===== src/rtl/clk_divider_prog_if.sv =====
// Control and status bundle for the programmable clock divider.
// The master drives enable and divisor requests, and the slave returns the divided clock and status.
interface clk_divider_prog_if #(
  parameter int unsigned DIV_W = 8
);
  logic             en;
  logic             load;
  logic [DIV_W-1:0] div_val;
  logic             clk_div;
  logic             tick;
  logic             load_pending;

  modport master (
    output en, load, div_val,
    input  clk_div, tick, load_pending
  );

  modport slave (
    input  en, load, div_val,
    output clk_div, tick, load_pending
  );
endinterface


===== src/rtl/clk_divider_prog.sv =====
// Runtime-programmable integer clock divider with a per-period tick.
// Divisor updates take effect only at a period boundary, so clk_div cannot glitch.
module clk_divider_prog #(
  parameter int unsigned DIV_W       = 8,
  parameter int unsigned DEFAULT_DIV = 2
) (
  input  logic               clk,
  input  logic               an_rst,
  clk_divider_prog_if.slave  bus
);

  localparam logic [DIV_W-1:0] DefDiv = DIV_W'(DEFAULT_DIV);
  localparam logic [DIV_W-1:0] MinDiv = DIV_W'(2);

  logic [DIV_W-1:0] cnt_q, cnt_d;
  logic [DIV_W-1:0] div_cur_q, div_cur_d;
  logic [DIV_W-1:0] div_pend_q, div_pend_d;
  logic             pend_q, pend_d;
  logic             clk_div_q, clk_div_d;
  logic             tick_q, tick_d;
  logic             wrap;
  logic [DIV_W-1:0] div_clamped;

  // Divisors 0 and 1 cannot produce a valid two-phase clock, so they become 2.
  assign div_clamped = (bus.div_val < MinDiv) ? MinDiv : bus.div_val;

  always_comb begin
    wrap       = bus.en && (cnt_q == div_cur_q - DIV_W'(1));
    cnt_d      = cnt_q;
    div_cur_d  = div_cur_q;
    div_pend_d = div_pend_q;
    pend_d     = pend_q;
    clk_div_d  = clk_div_q;
    tick_d     = 1'b0;

    if (bus.en) begin
      cnt_d     = wrap ? '0 : cnt_q + DIV_W'(1);
      clk_div_d = (cnt_d >= (div_cur_q >> 1));
      tick_d    = wrap;
    end

    // A load on the wrap edge supersedes any older pending divisor.
    if (bus.load && wrap) begin
      div_cur_d = div_clamped;
      pend_d    = 1'b0;
    end else if (bus.load) begin
      div_pend_d = div_clamped;
      pend_d     = 1'b1;
    end else if (wrap && pend_q) begin
      div_cur_d = div_pend_q;
      pend_d    = 1'b0;
    end
  end

  always_ff @(posedge clk or negedge an_rst) begin
    if (!an_rst) begin
      cnt_q      <= '0;
      div_cur_q  <= DefDiv;
      div_pend_q <= '0;
      pend_q     <= 1'b0;
      clk_div_q  <= 1'b0;
      tick_q     <= 1'b0;
    end else begin
      cnt_q      <= cnt_d;
      div_cur_q  <= div_cur_d;
      div_pend_q <= div_pend_d;
      pend_q     <= pend_d;
      clk_div_q  <= clk_div_d;
      tick_q     <= tick_d;
    end
  end

  assign bus.clk_div      = clk_div_q;
  assign bus.tick         = tick_q;
  assign bus.load_pending = pend_q;

endmodule


===== src/flat_wrapper.sv =====
// flat-port wrapper written by rule: the top's interface ports become plain ports
module clk_divider_prog_flat 
#(
  parameter int unsigned DIV_W       = 8,
  parameter int unsigned DEFAULT_DIV = 2
)
  (clk, an_rst, bus_en, bus_load, bus_div_val, bus_clk_div, bus_tick, bus_load_pending);
  clk_divider_prog_if #(.DIV_W(DIV_W)) bus_i ();
  input  logic clk;
  input  logic an_rst;
  input wire logic [$bits(bus_i.en)-1:0] bus_en;
  input wire logic [$bits(bus_i.load)-1:0] bus_load;
  input wire logic [$bits(bus_i.div_val)-1:0] bus_div_val;
  output wire logic [$bits(bus_i.clk_div)-1:0] bus_clk_div;
  output wire logic [$bits(bus_i.tick)-1:0] bus_tick;
  output wire logic [$bits(bus_i.load_pending)-1:0] bus_load_pending;
  assign bus_i.en = bus_en;
  assign bus_i.load = bus_load;
  assign bus_i.div_val = bus_div_val;
  assign bus_clk_div = bus_i.clk_div;
  assign bus_tick = bus_i.tick;
  assign bus_load_pending = bus_i.load_pending;
  clk_divider_prog #(.DIV_W(DIV_W), .DEFAULT_DIV(DEFAULT_DIV)) u_core (.clk(clk), .an_rst(an_rst), .bus(bus_i));
endmodule

===== config.mk =====
export PLATFORM = sky130hd
export DESIGN_NAME = clk_divider_prog_flat
export DESIGN_NICKNAME = d
export VERILOG_FILES = /design/src/rtl/clk_divider_prog_if.sv /design/src/rtl/clk_divider_prog.sv /design/src/flat_wrapper.sv
export SDC_FILE = /design/constraint.sdc
export NUM_CORES = 1
export LEC_CHECK = 0
export ABC_AREA = 1
export BUFFER_PORTS_ARGS = -buffer_cell sky130_fd_sc_hd__buf_4
export CAP_MARGIN = 20
export CELL_PAD_IN_SITES_DETAIL_PLACEMENT = 2
export CELL_PAD_IN_SITES_GLOBAL_PLACEMENT = 2
export CORE_MARGIN = 1
export CORE_UTILIZATION = 27
export CTS_BUF_LIST = sky130_fd_sc_hd__clkbuf_4 sky130_fd_sc_hd__clkbuf_8 sky130_fd_sc_hd__clkbuf_16
export CTS_CLUSTER_SIZE = 25
export DETAILED_ROUTE_END_ITERATION = 7
export GPL_TIMING_DRIVEN = 0
export PLACE_DENSITY_LB_ADDON = 0.1
export SYNTH_ARGS = -nofsm -noshare
export SYNTH_HDL_FRONTEND = slang
export SYNTH_SLANG_ARGS = --single-unit

===== constraint.sdc =====
create_clock -name clk -period 6.9 [get_ports clk]
set_clock_uncertainty 0.15 [all_clocks]
set_input_delay 1.38 -clock clk [delete_from_list [all_inputs] [get_ports clk]]
set_output_delay 1.38 -clock clk [all_outputs]
set_load 0.01 [all_outputs]

==> out/metrics.yaml <==
status: "complete, no violations"
crit_required_ps: 6940
antenna_found_initial: 0
h-tree-depth: 1
top_level_ports: 15
crit_family: "simple AND/OR/NAND/NOR gates"
hold_violations: 0
drc: 0
tns_ps: 0
startpoint_type: "input port"
min_from: "u_core.div_pend_q[0]"
cts_buffer_depth: 2
area_growth_pct: 13.9
hold_end: "u_core.div_pend_q[0]"
r2r_cells: 26
fillers: 890
wl_per_cell_um: 13.4
totalWireLength_mm: 5.57
fmax_ghz: 0.296
cpMostUsedCell: "nand2_1"
diodes: 0
relSlewSlack: 0.675
synth_top_area_share: 0.330
numCtsBuffers: 3
cp_slowest_cell: "ha_1"
drtPass1Iterations: 4
ys_warn_count: 0
cp.arrival_ps: 3430
finalCritPeriodShare: 0.490
regToRegSetupSlack_ps: 3730
finalNonFillerCells: 415
rsz0062_at_grt: "false"
min_path_type: "flop to flop"
io_buffers: 14
netlist_area_mm2: 0.00197
grt_overflow: 0
hpwl_mm: 4.65
drive_above_1_share: 0.138
ys_ff_latch: 27
period_needed_ps: 3380
grtUsageMet1: 0.226
irDropWorstVdd_mv: 0.0920
path_buf_inv: 4
fin_total_pwr_w: 0.000463
fp-row-count: 30
die_area_mm2: 0.00765
dieWidth_um: 87.5
crit_fanout: 10
crit_type: "input port to flop"
ys_top_cells_by_area: "dfrtp_1 33%, nand2_1 21%, inv_1 9.7%, ha_1 5.7%, nand3_1 4.8%"
synth.avg_cell_area_um2: 6.56
setup_viol: 0
maxCapViolCount: 0
final_util: 0.324
crit_chain: "buf_4 -> nand3_1 -> nor2_1 -> nand4_1 -> nor2_2 -> nand3_2 -> buf_6 -> nand2_1 -> ha_1 -> inv_1 -> nand2_1 -> nand2_1 -> nand2_1 -> nand2_1 -> nand2_1 -> nand2_1 -> nand2_1 -> nand2_1 -> nand3_1 -> nand2_1 -> nand3_1 -> nand2_1 -> inv_1"
p_leak_nw: 1.25
cts_resized: 0
globalRouteTotalUtil: 0.163
tightest_slew_ps: 487
drtIter0Drc: 36
die_h_um: 87.5
root_buffer: "clkbuf_8"
synth_top_cell_by_area: "dfrtp_1"
insertion_delay_ps: 280
cts.sinks: 27
dp_cells: 411
ant_nets: 0
vias_per_cell: 4.45
mappedNetlistNets: 322
cts.clk_slew.worst_paths_ps: 110
final_cell_mix: "113 x nand2_1, 51 x inv_1, 26 x dfrtp_1, 23 x nor2_1, 19 x nand3_1"
grt_pass1_vias: 1950
r2r_end: "u_core.bus.clk_div"
yosysUniqueCellTypes: 23
busiest_layer: "met2"
grt_pass1_wl_mm: 9.54
place.gp.congestion: 0.683
endpoint_kind: "flop"
core-area_mm2: 0.00694
grt_use_met2: 0.274
powerDensity_mw_per_mm2: 206
finalMaxSlewViolations: 0
post_cts_buffers: 0
vias: 1848
grt_max_degree: 28
holdPathStages: 2
fin_nets: 341
cpPeakStageDelay_ps: 220
synthCells: 301
r2r_start: "u_core.div_cur_q[1]"
cts_hold_buf: 0
start_util: 0.284
met3_usage: 0.0227
yosysSeqAreaShare: 0.343
final_common_cell: "nand2_1"
cts_tree: "built"
[layer usage]
| metal | share of wire | routed length, um |
|---|---|---|
| met3 | 0.013 | 70 |
| met4 | 0.0047 | 26 |
| met1 | 0.51 | 2820 |
| met2 | 0.48 | 2650 |
| met5 | 0 | 0 |
[sequential cells by signal, indices dropped and copies added, names as in the netlist]
| name | flops |
|---|---|
| u_core.div_pend_q | 8 |
| u_core.bus.load_pending | 1 |
| u_core.div_cur_q | 8 |
| u_core.cnt_q | 8 |
| u_core.bus.tick | 1 |
| u_core.bus.clk_div | 1 |
[stage by stage]
step	cell area, um2	setup slack (ps)	hold slack, ps
after global placement	2200	3150	322
after detailed placement	2200	3130	329
after CTS	2250	3440	355
after global routing	2250	3160	382
after floorplan	1970	3680	303
final	2250	3520	347
[synthesized netlist by cell type]
cell      instances
nor2_4            2
nand3_2           4
nand4_1           3
dfrtp_1          26
dfstp_2           1
inv_2             4
xnor2_1           2
o21ai_1           1
o21ai_0          16
inv_1            51
nor2_2            7
ha_1              9
clkbuf_1          2
nor3_1            3
buf_6             3
or2_2             1
nand2_2           4
xor2_1            5
nor2_1           23
nand3_1          19
nand2_1         113
o21bai_1          1
a21oi_1           1
[how the worst max path moves through the flow]
stage	cells after the start	slack, ps	startpoint	to
after detailed placement	23	3130	bus_en	u_core.bus.clk_div
after global routing	23	3160	bus_en	u_core.bus.clk_div
after CTS	23	3440	bus_en	u_core.bus.clk_div
final	23	3520	bus_en	u_core.bus.clk_div
after global placement	23	3150	bus_en	u_core.bus.clk_div
after floorplan	22	3680	bus_en	u_core.bus.clk_div
[worst reg2reg max path, stage by stage, from the launching register on]
cell and delay, ps:
dfstp_2 580, inv_1 50, ha_1 290, inv_1 40, nand2_1 50, nand3_1 70
nor2_1 200, nand4_1 140, nor2_2 150, nand3_2 110, buf_6 170, nand2_1 90
ha_1 220, inv_1 50, nand2_1 60, nand2_1 60, nand2_1 50, nand2_1 60
nand2_1 50, nand2_1 50, nand2_1 50, nand2_1 60, nand3_1 70, nand2_1 60
nand3_1 70, nand2_1 60, inv_1 30
[power breakdown]
group / internal [W] / switching (W) / leakage (nW)
Clock: 0.0000455 / 0.0000549 / 0.0262
Sequential: 0.000178 / 0.0000193 / 0.344
Combinational: 0.0000652 / 0.000100 / 0.876
[kinds of logic after synthesis]
| group | share of synthesized area |
|---|---|
| compound gates | 0.0495 |
| xor+xnor | 0.0311 |
| fa+ha+maj | 0.0571 |
| buf+inv | 0.126 |
| flops | 0.343 |
| simple gates | 0.394 |
[final cells by class]
cell class	instances	area, um2	share of cell area
Multi-Input combinational cell	214	1050	0.467
Sequential cell	27	677	0.301
Inverter	55	206	0.0919
Tap cell	96	120	0.0535
Timing Repair Buffer	14	105	0.0468
Clock buffer	4	48.8	0.0217
Buffer	5	41.3	0.0184
Note: power is estimated with default switching activity, not from simulation.
